**src/rtl/tm_pkg.sv**
```systemverilog
// Shared encodings for the Tsetlin automaton feedback engine: feedback types,
// sequencer states and the reset/centre state helper.
package tm_pkg;

  localparam logic [1:0] FB_NONE    = 2'b00;
  localparam logic [1:0] FB_REWARD  = 2'b01;
  localparam logic [1:0] FB_PENALTY = 2'b10;
  localparam logic [1:0] FB_RSVD    = 2'b11;

  typedef enum logic [1:0] {
    ST_IDLE   = 2'd0,
    ST_UPDATE = 2'd1,
    ST_DONE   = 2'd2
  } fsm_state_t;

  // Highest exclude state: one step below the include/exclude boundary.
  function automatic int centre_state(input int state_bits);
    return (1 << (state_bits - 1)) - 1;
  endfunction

endpackage

```
**src/rtl/ta_next_state.sv**
```systemverilog
// Combinational saturating step for one Tsetlin automaton: reward pushes the
// state away from the centre, penalty pulls it one step toward the centre.
module ta_next_state
  import tm_pkg::*;
#(
  parameter int STATE_BITS = 3
) (
  input  logic [STATE_BITS-1:0] state,
  input  logic [1:0]            fb_type,
  input  logic                  enable,
  output logic [STATE_BITS-1:0] next_state
);

  localparam logic [STATE_BITS-1:0] ST_MAX = '1;
  localparam logic [STATE_BITS-1:0] ST_MIN = '0;

  logic incl;
  assign incl = state[STATE_BITS-1];

  always_comb begin
    next_state = state;
    if (enable) begin
      case (fb_type)
        FB_REWARD: begin
          if (incl) begin
            if (state != ST_MAX) next_state = state + 1'b1;
          end else begin
            if (state != ST_MIN) next_state = state - 1'b1;
          end
        end
        // Penalty never saturates: include states sit at or above the
        // boundary and exclude states below it, so one step stays in range.
        FB_PENALTY: next_state = incl ? state - 1'b1 : state + 1'b1;
        default:    next_state = state;
      endcase
    end
  end

endmodule

```
**src/rtl/ta_feedback_engine.sv**
```systemverilog
// Bank of Tsetlin automata updated by a sequencer that walks one TA per cycle
// through a single shared step unit; fixed latency regardless of mask/type.
module ta_feedback_engine
  import tm_pkg::*;
#(
  parameter int NUM_TA     = 4,
  parameter int STATE_BITS = 3
) (
  input  logic                           clk,
  input  logic                           reset,
  input  logic                           fb_valid,
  output logic                           fb_ready,
  input  logic [1:0]                     fb_type,
  input  logic [NUM_TA-1:0]              fb_mask,
  output logic                           busy,
  output logic                           done,
  output logic [NUM_TA-1:0]              ta_include,
  output logic [NUM_TA*STATE_BITS-1:0]   state_flat
);

  localparam int IDX_W = (NUM_TA > 1) ? $clog2(NUM_TA) : 1;
  localparam logic [IDX_W-1:0]      LAST_IDX  = IDX_W'(NUM_TA - 1);
  localparam logic [STATE_BITS-1:0] RST_STATE = STATE_BITS'(centre_state(STATE_BITS));

  fsm_state_t                             fsm;
  logic [IDX_W-1:0]                       idx;
  logic [1:0]                             req_type;
  logic [NUM_TA-1:0]                      req_mask;
  logic [NUM_TA-1:0][STATE_BITS-1:0]      ta_state;
  logic [STATE_BITS-1:0]                  nxt_state;

  ta_next_state #(.STATE_BITS(STATE_BITS)) u_step (
    .state      (ta_state[idx]),
    .fb_type    (req_type),
    .enable     (req_mask[idx]),
    .next_state (nxt_state)
  );

  always_ff @(posedge clk or posedge reset) begin
    if (reset) begin
      fsm      <= ST_IDLE;
      idx      <= '0;
      fb_ready <= 1'b1;
      busy     <= 1'b0;
      done     <= 1'b0;
      req_type <= FB_NONE;
      req_mask <= '0;
      for (int i = 0; i < NUM_TA; i++) ta_state[i] <= RST_STATE;
    end else begin
      case (fsm)
        ST_IDLE: begin
          if (fb_valid) begin
            req_type <= fb_type;
            req_mask <= fb_mask;
            idx      <= '0;
            fsm      <= ST_UPDATE;
            fb_ready <= 1'b0;
            busy     <= 1'b1;
          end
        end
        // Every index takes its cycle even when masked off, keeping latency fixed.
        ST_UPDATE: begin
          ta_state[idx] <= nxt_state;
          if (idx == LAST_IDX) begin
            fsm  <= ST_DONE;
            done <= 1'b1;
          end else begin
            idx <= idx + 1'b1;
          end
        end
        ST_DONE: begin
          fsm      <= ST_IDLE;
          done     <= 1'b0;
          busy     <= 1'b0;
          fb_ready <= 1'b1;
        end
        default: fsm <= ST_IDLE;
      endcase
    end
  end

  assign state_flat = ta_state;

  for (genvar i = 0; i < NUM_TA; i++) begin : g_incl
    assign ta_include[i] = ta_state[i][STATE_BITS-1];
  end

endmodule

```
**config.mk**
```make
export PLATFORM = sky130hd
export DESIGN_NAME = ta_feedback_engine
export DESIGN_NICKNAME = d
export VERILOG_FILES = /design/src/rtl/tm_pkg.sv /design/src/rtl/ta_next_state.sv /design/src/rtl/ta_feedback_engine.sv
export SDC_FILE = /design/constraint.sdc
export NUM_CORES = 1
export LEC_CHECK = 0
export ABC_AREA = 1
export ABC_CLOCK_PERIOD_IN_PS = 2200
export BUFFER_PORTS_ARGS = -buffer_cell sky130_fd_sc_hd__buf_2
export CAP_MARGIN = 20
export CORE_ASPECT_RATIO = 1.75
export CORE_MARGIN = 4
export CORE_UTILIZATION = 49
export CTS_BUF_LIST = sky130_fd_sc_hd__clkbuf_8 sky130_fd_sc_hd__clkbuf_16
export CTS_CLUSTER_DIAMETER = 80
export CTS_CLUSTER_SIZE = 40
export DETAILED_ROUTE_END_ITERATION = 8
export GPL_TIMING_DRIVEN = 0
export PLACE_DENSITY = 0.79
export SYNTH_ARGS = -nofsm -noshare
export SYNTH_HDL_FRONTEND = slang
export SYNTH_SLANG_ARGS = --single-unit
export TNS_END_PERCENT = 1
```
**constraint.sdc**
```tcl
create_clock -name clk -period 2.2 [get_ports clk]
set_input_delay 0.22 -clock clk [delete_from_list [all_inputs] [get_ports clk]]
set_output_delay 0.22 -clock clk [all_outputs]
set_load 0.01 [all_outputs]
```
==> After elaboration in Yosys (flattened, before gate mapping) <==
Cells that the tools add are included.
{ "word_totals": {"reg_bits": 25, "output_inout_bits": 19, "inputBits": 9, "wordCells": 61} }
{ "op_classes": {"add_sub_neg": 3, "reduce_logical": 11, "order_cmp": 2, "eq_ne": 9, "mux": 25} }
{ "ops": {"columns": ["cell", "n"], "rows": [
  ["2-to-1 mux 3 bit", 7],
  ["bitwise mux 12 bit", 1],
  ["2-to-1 mux 2 bit", 4],
  ["case mux 2 bit (2 select lines)", 2],
  ["AND reduction 2 bit", 4],
  ["binary-select mux 3 bit (select 2 bit)", 1],
  ["demux 3 bit (select 2 bit)", 1],
  ["equality test 2 bit, second input constant", 3],
  ["inequality test 2 bit, second input constant", 3],
  ["case mux 1 bit (2 select lines)", 3],
  ["case mux 3 bit (2 select lines)", 1],
  ["nonzero test 2 bit", 3],
  ["equality test 2 x 1 -> 1 bit, second input constant", 2],
  ["2-to-1 mux 1 bit", 4],
  ["adder 3 x 1 -> 3 bit, second input constant", 1],
  ["less-than comparator 2 x 3 -> 1 bit, second input constant", 1],
  ["inequality test 3 bit, second input constant", 1],
  ["AND reduction 3 bit", 1],
  ["nonzero test 3 bit", 1],
  ["subtractor 3 x 1 -> 3 bit, second input constant", 1],
  ["adder 2 x 1 -> 2 bit, second input constant", 1],
  ["binary-select mux 1 bit (select 2 bit)", 1],
  [">= comparator 2 x 1 -> 1 bit, second input constant", 1],
  ["logical NOT 2 bit", 1],
  ["logical AND 1 bit", 1]
]} }

==> Longest topological paths before layout <==
Gate-level depths: netlist of run 1.
{ "depth": {"word_depth": 8, "ltp_mapped": 15, "mapped_depth_nobuf": 13} }

==> Cells and area by module <==
A second synthesis of run 1 with hierarchy kept.
{ "unflattened": {"hier_cells": 203, "hier_area_um2": 1556.5} }
{ "by_module_without_submodules": {"columns": ["module", "area_each_um2", "seq_area_each_um2", "instances", "cells_per_inst"], "rows": [
  ["ta_feedback_engine", 1307.5, 636.9, 1, 157],
  ["ta_next_state", 249.0, 0.0, 1, 46]
]} }

==> Worst setup path after synthesis of run 1 <==
Ideal clock, no wire load.
{ "synth_path": {"path_kind": "flip-flop to flip-flop", "start": "reg idx[0]", "end": "reg ta_state (netlist bit state_flat[10])", "required_time_ns": 2.140, "synth_period_minus_slack_ns": 2.088, "n_path_buf": 2, "setup_ns": 0.060, "stages_incl_launch_ff": 14, "path_slack_ns": 0.112, "arrival_time_ns": 2.028, "path_cell_list": "dfrtp_1 -> buf_6 -> inv_6 -> buf_12 -> nand2_1 -> a32oi_2 -> inv_1 -> ha_1 -> or2_2 -> nand3_1 -> nand3_1 -> nand2_2 -> nand3_1 -> nand2_1"} }
{ "synth_between": {"elab_chain_cells": 8, "word_cells_on_any_way": 20, "classes_between": "add/sub (2); order compare (2); eq/ne (1); mux (13); reduce/logical (2)"} }
{ "synth_rtl": {"columns": ["element", "line_no", "text"], "rows": [
  ["from (decl)", "ta_feedback_engine.sv:26", "logic [IDX_W-1:0] idx;"],
  ["from (signal assigned)", "ta_feedback_engine.sv:68", "idx <= idx + 1'b1;"],
  ["binary-select mux 3 bit (select 2 bit)", "ta_feedback_engine.sv:33", ".state (ta_state[idx]),"],
  ["2-to-1 mux 3 bit (not written as such)", "ta_feedback_engine.sv:33", null],
  ["subtractor 3 x 1 -> 3 bit (tied with other cells)", "ta_next_state.sv:28, ta_next_state.sv:33", null],
  ["2-to-1 mux 3 bit, on equally long branches", "ta_next_state.sv:28, ta_next_state.sv:26", null],
  ["2-to-1 mux 3 bit", "ta_next_state.sv:25", "if (incl) begin"],
  ["case mux 3 bit (2 select lines)", "ta_next_state.sv:23", "case (fb_type)"],
  ["2-to-1 mux 3 bit", "ta_next_state.sv:22", "if (enable) begin"],
  ["bitwise mux 12 bit (*)", "ta_feedback_engine.sv:63", "ta_state[idx] <= nxt_state;"],
  ["to (signal, indexed assignment)", "ta_feedback_engine.sv:63", null],
  ["to (decl)", "ta_feedback_engine.sv:29", "logic [NUM_TA-1:0][STATE_BITS-1:0] ta_state;"]
]} }
Mark *: on every way between the ends. The rest lies on a longest branch, timed or not. The select of a mux whose other input is x is not followed.
A chain may end at the register's enable or synchronous reset.

==> Worst setup path after layout of run 1 <==
{ "layout_path": {"start": "reg idx[0]", "end": "reg ta_state (netlist bit state_flat[7])"} }
Same word-level chain as after synthesis.

==> results of run 1 <==
==> critical path, delay by kind of cell (launching register included) <==
kind                       cells  cell delay (ns)
and+or+nand+nor                7             0.79
DFF                            1             0.39
buffers and inverters          3             0.36
adders and majority gates      1             0.26
AOI/OAI and AO/OA              1             0.24
==> timing repair <==
action                     CTS  global route
buffers inserted             1             8
resized for setup            1            12
pin swaps                    1             6
setup endpoints to repair    4            12
==> cell type report <==
class | instances | area, sq um | area share
inverters | 23 | 101 | 0.0543
multi-input cells | 134 | 773 | 0.414
plain buffers | 5 | 41.3 | 0.0221
clock buffers | 3 | 41.3 | 0.0221
clock inverters | 1 | 5.00 | 0.00268
flip-flops and latches | 25 | 638 | 0.342
well taps | 42 | 52.6 | 0.0281
repair buffers | 36 | 215 | 0.115
==> flip-flops by register name (all words and copies together), names as in the netlist <==
name,cells
state_flat,12
req_type,2
req_mask,4
busy,1
fsm,2
fb_ready,1
done,1
idx,2
==> cell families (layout without fill, tap and decap cells) <==
kind of cell / Yosys count / count (layout) / synth area share
AOI/OAI and AO/OA: 11 / 11 / 0.0486
adders and majority gates: 9 / 9 / 0.0741
buffers and inverters: 29 / 68 / 0.100
DFF: 25 / 25 / 0.419
and+or+nand+nor: 114 / 114 / 0.358
==> layout by cell type, fill, tap and decap left out, types with 2 or more instances in the layout <==
master     n
buf_2     27
buf_4     12
clkbuf_8   3
clkinv_1   2
dfrtp_1   15
dfstp_2    9
ha_1       8
inv_1     17
inv_2      2
nand2_1   68
nand2_2    8
nand2_4    2
nand3_1   20
nand3_2    7
nand3_4    2
nor2_1     3
o21ai_0    5
o21ai_1    2
==> routing by layer <==
metal / track usage / up-vias
met5: 0 / -
met4: 0.108 / 0
met3: 0.0181 / 12
met2: 0.329 / 39
met1: 0.208 / 608
li1: - / 667
==> power by group <==
group / total [mW] / internal (mW) / switching [mW]
Sequential: 0.904 / 0.724 / 0.180
Clock: 0.274 / 0.127 / 0.147
Combinational: 2.19 / 0.913 / 1.27
Total: 3.36 / 1.76 / 1.60
==> worst max path at each step <==
stage                  startpoint                    endpoint  slack, ns  cells past startpoint
3_3_place_gp   idx[0]$_DFFE_PP0P_   state_flat[4]$_DFFE_PP1P_      -0.07                     13
4_1_cts        idx[0]$_DFFE_PP0P_   state_flat[7]$_DFFE_PP1P_       0.02                     13
5_1_grt        idx[0]$_DFFE_PP0P_   state_flat[1]$_DFFE_PP1P_     -0.005                     12
6_report       idx[0]$_DFFE_PP0P_   state_flat[7]$_DFFE_PP1P_       0.13                     12
2_1_floorplan  idx[0]$_DFFE_PP0P_  state_flat[10]$_DFFE_PP1P_       0.11                     13
3_5_place_dp   idx[0]$_DFFE_PP0P_   state_flat[7]$_DFFE_PP1P_      -0.10                     13
==> through the flow <==
stage                     area, sq um   util  setup slack, ns  instances
final                            1870  0.631            0.126        269
after global routing             1870  0.631         -0.00452        269
after CTS                        1770  0.599           0.0181        262
after detailed placement         1710  0.577           -0.103        257
after global placement           1710  0.577          -0.0665        257
after floorplan                  1520      -            0.112        188
==> flow_summary.json, run 1 <==
{
  "status": "finished clean",
  "wl_met3_um": 167,
  "ios": 28,
  "crit_required_ns": 2.42,
  "fmax_mhz": 482,
  "synth_top_area_share": 0.263,
  "critPathMaxStageDelay_ns": 0.39,
  "cp_slowest_cell": "dfrtp_1",
  "antenna_found_initial": 0,
  "viasPerCell": 4.93,
  "hold_buffers": 0,
  "place.port_buffers": 27,
  "tightest_slew_ns": 0.901,
  "finalSetupViolCount": 0,
  "drv_slew": 0,
  "core_area_sq_um": 2960,
  "hold_viol": 0,
  "clk_pin_slew_ns": 0.09,
  "grt_pass1_wl_um": 5630,
  "hold-worst-slack_ns": 0.130,
  "cp-start-kind": "flip-flop",
  "synth_top_cell_by_area": "dfrtp_1",
  "grtUsageTotal": 0.184,
  "finalNetCount": 246,
  "tns_ns": 0,
  "top_layer_used": "met4",
  "rr_worst_depth": 12,
  "yosysSeqAreaShare": 0.419,
  "drt_iter0_drc": 26,
  "critPathKind": "reg -> reg",
  "maxCapViolCount": 0,
  "synth_seq_cells": 25,
  "firstDrtPassIters": 4,
  "met2_length_um": 1790,
  "cts_made_buffers": 3,
  "cts_buffer_depth": 2,
  "dieArea_sq_um": 4090,
  "wl_um": 3400,
  "grt_overflow": 0,
  "crit_arrival_ns": 2.29,
  "synth_edf_count": 0,
  "drc_errors": 0,
  "die_w_um": 50.1,
  "drive_above_1_share": 0.370,
  "cts_sinks": 25,
  "r2r_slack_ns": 0.13,
  "yosys_warnings": 0,
  "critPathMaxFanout": 7,
  "synth.most_common_cell": "nand2_1",
  "ant_nets": 0,
  "r2r_start": "idx[0]$_DFFE_PP0P_",
  "gp_congestion": 0.894,
  "synthTopCellsByArea": "dfrtp_1, nand2_1, dfstp_2, nand3_1, ha_1",
  "chipHeight_um": 81.7,
  "min_period_ns": 2.07,
  "power_mw": 3.36,
  "wl_per_cell_um": 12.6,
  "r2r-end": "state_flat[7]$_DFFE_PP1P_",
  "grt_pass1_vias": 1229,
  "critical_path.cell_chain": "buf_6, buf_12, nand2_2, a32oi_2, inv_2, ha_4, or2_2, nand3_1, nand3_1, nand2_2, nand3_2, nand2_1",
  "synth_cells": 188,
  "grt_max_degree": 26,
  "slew_headroom": 0.399,
  "ys_types": 27,
  "syn-num-nets": 206,
  "tritoncts": "done",
  "met1_length_um": 1300,
  "hp-class": "in -> async",
  "dp_hpwl_um": 2440,
  "finClkSkew_ns": 0.00436,
  "rows": 26,
  "netlist_top_cells_count": "nand2_1, nand3_1, inv_1, dfrtp_1",
  "cts-root-buf": "clkbuf_8",
  "htreeDepth": 1,
  "antennaDiodeCount": 0,
  "synthArstFlopShare": 1.00,
  "period_share": 0.943,
  "synth.avg_cell_area_sq_um": 8.09,
  "insertion_delay_ns": 0.27,
  "vdd_drop_max_mv": 0.958,
  "p_leak_nw": 1.00,
  "p_per_area_nw_per_um2": 1800,
  "vias": 1326,
  "cp-end-kind": "flip-flop",
  "area_delta_synth_final_pct": 22.9,
  "start_util": 0.514,
  "fill_cells": 258,
  "synth-main-ff-cell": "dfrtp_1",
  "syn_area_sq_um": 1520
}
No activity file was read; power rests on OpenSTA's default activity.
==> inputs of run 2 (changes only) <==
--- a/config.mk
+++ b/config.mk
@@ -17,7 +17,7 @@
 export CTS_CLUSTER_SIZE = 40
 export DETAILED_ROUTE_END_ITERATION = 8
 export GPL_TIMING_DRIVEN = 0
-export PLACE_DENSITY = 0.79
+export PLACE_DENSITY_LB_ADDON = 0.1
 export SYNTH_ARGS = -nofsm -noshare
 export SYNTH_HDL_FRONTEND = slang
 export SYNTH_SLANG_ARGS = --single-unit
==> flow_summary.json, run 2 (synthesized netlist as in run 1, its figures left out) <==
{
  "rr_worst_depth": 12,
  "chipHeight_um": 81.7,
  "slew_headroom": 0.377,
  "viasPerCell": 4.85,
  "dieArea_sq_um": 4090,
  "cts-root-buf": "clkbuf_8",
  "r2r-end": "state_flat[7]$_DFFE_PP1P_",
  "ant_nets": 0,
  "gp_congestion": 0.888,
  "grt_max_degree": 26,
  "firstDrtPassIters": 5,
  "tritoncts": "done",
  "fmax_mhz": 478,
  "min_period_ns": 2.09,
  "r2r_start": "idx[0]$_DFFE_PP0P_",
  "rows": 26,
  "place.port_buffers": 27,
  "finClkSkew_ns": 0.00878,
  "wl_um": 3290,
  "cts_buffer_depth": 2,
  "cp_slowest_cell": "dfrtp_1",
  "htreeDepth": 1,
  "rsz0062_at_grt": "no",
  "grtUsageTotal": 0.181,
  "dp_hpwl_um": 2610,
  "hold_viol": 0,
  "most-common-layout-cells": "nand2_1, buf_2, nand3_1",
  "grt_overflow": 0,
  "cp-end-kind": "flip-flop",
  "antennaDiodeCount": 0,
  "vdd_drop_max_mv": 0.751,
  "antenna_found_initial": 0,
  "die_w_um": 50.1,
  "critPathMaxStageDelay_ns": 0.42,
  "start_util": 0.514,
  "clk_pin_slew_ns": 0.09,
  "drive_above_1_share": 0.336,
  "insertion_delay_ns": 0.27,
  "p_leak_nw": 0.978,
  "core_area_sq_um": 2960,
  "drt_iter0_drc": 23,
  "status": "finished clean",
  "wl_per_cell_um": 12.4,
  "crit_arrival_ns": 2.30,
  "grt_pass1_vias": 1292,
  "ios": 28,
  "period_share": 0.951,
  "largest_register_ffs": 12,
  "crit_required_ns": 2.41,
  "maxCapViolCount": 0,
  "critical_path.cell_chain": "buf_6, buf_4, nand2_1, nand3_1, nand2_2, ha_4, or2_2, nand3_2, nand3_2, nand2_2, nand3_1, nand2_1",
  "drc_errors": 0,
  "cp-start-kind": "flip-flop",
  "vias": 1285,
  "design_area_sq_um": 1800,
  "tns_ns": 0,
  "final_common_cell": "nand2_1",
  "finalSetupViolCount": 0,
  "crit_buf_inv": 2,
  "grt_pass1_wl_um": 5660,
  "cts_sinks": 25,
  "critPathKind": "reg -> reg",
  "tightest_slew_ns": 0.933,
  "r2r_slack_ns": 0.11,
  "hold_buffers": 0,
  "drv_slew": 0,
  "crit_family": "simple AND/OR/NAND/NOR gates",
  "area_delta_synth_final_pct": 18.4,
  "p_per_area_nw_per_um2": 1780,
  "critPathMaxFanout": 6,
  "hp-class": "in -> async",
  "fill_cells": 275,
  "post_dp_cell_area_sq_um": 1710,
  "cts_made_buffers": 3,
  "finalNetCount": 242
}
## run 2: final cells by class
class                      instances  area, sq um  area share
buffer                             5         41.3      0.0229
clock inverter                     1         5.00     0.00278
timing repair buffer              32          173      0.0960
inverter                          23         93.8      0.0522
multi-input combinational        134          756       0.420
sequential                        25          637       0.354
clock buffer                       3         41.3      0.0229
tap                               42         52.6      0.0292
## run 2: per-stage QoR
| step | cells | hold slack (ns) | util | setup slack [ns] | power [mW] |
|---|---|---|---|---|---|
| floorplan | 188 | 0.241 | - | 0.112 | 2.31 |
| global placement | 257 | 0.414 | 0.577 | -0.0673 | 2.72 |
| detailed placement | 257 | 0.419 | 0.577 | -0.124 | 2.80 |
| CTS | 262 | 0.140 | 0.599 | 0.0102 | 3.16 |
| global route | 265 | 0.162 | 0.608 | 0.00419 | 3.52 |
| finish | 265 | 0.142 | 0.608 | 0.108 | 3.20 |
## run 2: worst register-to-register path, delay by kind of cell, from the launching register on
family        cells  cell delay (ns)
buf+inv           2             0.28
fa+ha+maj         1             0.23
simple gates      9             1.10
flops             1             0.42
## run 2: timing repair
action / in CTS / in global routing
setup endpoints to repair: 4 / 12
gates resized for setup: 2 / 4
pin swaps: 1 / 4
buffers inserted: 1 / 4
## run 2: worst max-delay path by stage
stage	from	to	slack, ns	cells past startpoint
3_3_place_gp	idx[0]$_DFFE_PP0P_	state_flat[1]$_DFFE_PP1P_	-0.07	13
3_5_place_dp	idx[0]$_DFFE_PP0P_	state_flat[4]$_DFFE_PP1P_	-0.12	13
6_report	idx[0]$_DFFE_PP0P_	state_flat[7]$_DFFE_PP1P_	0.11	12
5_1_grt	idx[0]$_DFFE_PP0P_	state_flat[1]$_DFFE_PP1P_	0.004	12
4_1_cts	idx[0]$_DFFE_PP0P_	state_flat[7]$_DFFE_PP1P_	0.01	13
2_1_floorplan	idx[0]$_DFFE_PP0P_	state_flat[10]$_DFFE_PP1P_	0.11	13
## run 2: power breakdown
group          total, mW  leakage [nW]  switching, mW  internal, mW
Clock              0.271        0.0255          0.145         0.127
Sequential         0.892         0.289          0.171         0.721
Combinational       2.03         0.663           1.23         0.804
Total               3.20         0.978           1.55          1.65
## run 2: layer usage
layer	track usage	vias to the layer above	wire, um
met5	0	-	0
met4	0.111	0	138
met3	0.0236	10	107
met2	0.343	32	1800
met1	0.183	584	1240
li1	-	659	-
==> inputs of run 3 (changes only) <==
--- a/config.mk
+++ b/config.mk
@@ -6,12 +6,12 @@
 export NUM_CORES = 1
 export LEC_CHECK = 0
 export ABC_AREA = 1
-export ABC_CLOCK_PERIOD_IN_PS = 2200
+export ABC_CLOCK_PERIOD_IN_PS = 2290
 export BUFFER_PORTS_ARGS = -buffer_cell sky130_fd_sc_hd__buf_2
 export CAP_MARGIN = 20
 export CORE_ASPECT_RATIO = 1.75
 export CORE_MARGIN = 4
-export CORE_UTILIZATION = 49
+export CORE_UTILIZATION = 55
 export CTS_BUF_LIST = sky130_fd_sc_hd__clkbuf_8 sky130_fd_sc_hd__clkbuf_16
 export CTS_CLUSTER_DIAMETER = 80
 export CTS_CLUSTER_SIZE = 40
==> constraint.sdc (replaced) <==
create_clock -name clk -period 2.29 [get_ports clk]
set_input_delay 0.229 -clock clk [delete_from_list [all_inputs] [get_ports clk]]
set_output_delay 0.229 -clock clk [all_outputs]
set_load 0.01 [all_outputs]
==> flow_summary.json, run 3 (synthesized netlist as in run 1, its figures left out) <==
{
  "cts_sinks": 25,
  "htreeDepth": 1,
  "wl_um": 3250,
  "power_mw": 3.02,
  "insertion_delay_ns": 0.27,
  "finalSetupViolCount": 0,
  "antenna_found_initial": 0,
  "grt_pass1_vias": 1309,
  "vias": 1301,
  "cts-root-buf": "clkbuf_8",
  "firstDrtPassIters": 4,
  "cts_buffer_depth": 2,
  "place.port_buffers": 27,
  "die_w_um": 47.7,
  "final_common_cell": "nand2_1",
  "design_area_sq_um": 1770,
  "p_leak_nw": 0.969,
  "hold_viol": 0,
  "p_per_area_nw_per_um2": 1710,
  "critPathKind": "reg -> reg",
  "crit_buf_inv": 4,
  "placedCellCount": 242,
  "fin_ws_ns": 0.138,
  "fin_util": 0.656,
  "ant_nets": 0,
  "crit_arrival_ns": 2.37,
  "start_util": 0.565,
  "grtUsageTotal": 0.207,
  "critical_path.cell_chain": "buf_6, inv_6, buf_12, nand2_1, a32oi_2, inv_2, ha_4, or2_2, nand3_1, nand3_1, nand2_2, nand3_1, nand2_1",
  "post_dp_cell_area_sq_um": 1690,
  "period_share": 0.940,
  "dp_slack_ns": -0.0321,
  "largest_register_ffs": 12,
  "clk_pin_slew_ns": 0.08,
  "cp-start-kind": "flip-flop",
  "drt_iter0_drc": 51,
  "dieArea_sq_um": 3700,
  "critPathMaxFanout": 11,
  "tightest_slew_ns": 0.945,
  "hold-worst-slack_ns": 0.144,
  "min_period_ns": 2.15,
  "wl_per_cell_um": 13.1,
  "antennaDiodeCount": 0,
  "crit_family": "simple AND/OR/NAND/NOR gates",
  "fill_cells": 229,
  "rsz0062_at_grt": "no",
  "most-common-layout-cells": "nand2_1, buf_2, nand3_1",
  "dp_hpwl_um": 2580,
  "grt_max_degree": 26,
  "crit_required_ns": 2.51,
  "area_delta_synth_final_pct": 16.1,
  "maxCapViolCount": 0,
  "rows": 25,
  "grt_pass1_wl_um": 5670,
  "tns_ns": 0,
  "core_area_sq_um": 2690,
  "drv_slew": 0,
  "hold_buffers": 0,
  "cts_made_buffers": 3,
  "fmax_mhz": 465,
  "ios": 28,
  "drive_above_1_share": 0.321,
  "critPathMaxStageDelay_ns": 0.42,
  "gp_congestion": 0.862,
  "status": "finished clean",
  "finClkSkew_ns": 0.00427,
  "cp-end-kind": "flip-flop",
  "hp-class": "in -> reg",
  "slew_headroom": 0.369,
  "cp_slowest_cell": "dfrtp_1",
  "drc_errors": 0,
  "finalNetCount": 240,
  "chipHeight_um": 77.6,
  "vdd_drop_max_mv": 0.765,
  "viasPerCell": 5.25,
  "tritoncts": "done",
  "grt_overflow": 0,
  "stdcell_count": 248,
  "cp_common_cell": "nand3_1"
}
[run 3: cell count changes in the layout (fill, tap and decap cells not counted)]
cell	before	now
inv_2	2	3
inv_4	1	0
buf_12	0	1
buf_4	9	6
nand3_2	4	2
nand3_1	23	25
[run 3: routing by layer]
| metal | GRT usage | wire length [um] | vias to the layer above |
|---|---|---|---|
| li1 | - | - | 653 |
| met1 | 0.244 | 1240 | 606 |
| met2 | 0.353 | 1790 | 35 |
| met3 | 0.0278 | 132 | 7 |
| met4 | 0.0809 | 85 | 0 |
| met5 | 0 | 0 | - |
[run 3: power by group]
| part | switching [mW] | internal [mW] |
|---|---|---|
| Sequential | 0.163 | 0.693 |
| Clock | 0.141 | 0.122 |
| Combinational | 1.14 | 0.757 |
[run 3: area by class of cell]
cell class	instances	area, sq um	share of cell area
Timing Repair Buffer	29	150	0.0850
Clock inverter	1	5.00	0.00283
Clock buffer	3	41.3	0.0234
Multi-Input combinational cell	134	746	0.422
Inverter	23	91.3	0.0517
Buffer	6	61.3	0.0347
Sequential cell	25	637	0.361
Tap cell	27	33.8	0.0191
[run 3: path summary, 6_finish.rpt]
| check | start | to | slack (ns) | cells after the start |
|---|---|---|---|---|
| hold reg to reg | done$_DFFE_PP0P_ | done$_DFFE_PP0P_ | 0.48 | 2 |
| setup / recovery | idx[0]$_DFFE_PP0P_ | state_flat[7]$_DFFE_PP1P_ | 0.14 | 13 |
| hold / removal | fb_mask[0] | req_mask[0]$_DFFE_PP0P_ | 0.14 | 3 |
| max in group asynchronous | reset | state_flat[8]$_DFFE_PP0P_ | 1.56 | 2 |
| setup reg to reg | idx[0]$_DFFE_PP0P_ | state_flat[7]$_DFFE_PP1P_ | 0.14 | 13 |
| min in group asynchronous | reset | req_type[0]$_DFFE_PP0P_ | 0.16 | 2 |
[run 3: what timing repair did]
item / CTS / global route
setup buffers: 1 / 1
pin swaps: 1 / 2
resized for setup: 1 / 2
setup endpoints to repair: 4 / 4
[run 3: tightest hold or removal path, cell delays in order]
cell and delay (ns):
buf_2 0.07, nand2_1 0.04, nand2_1 0.04
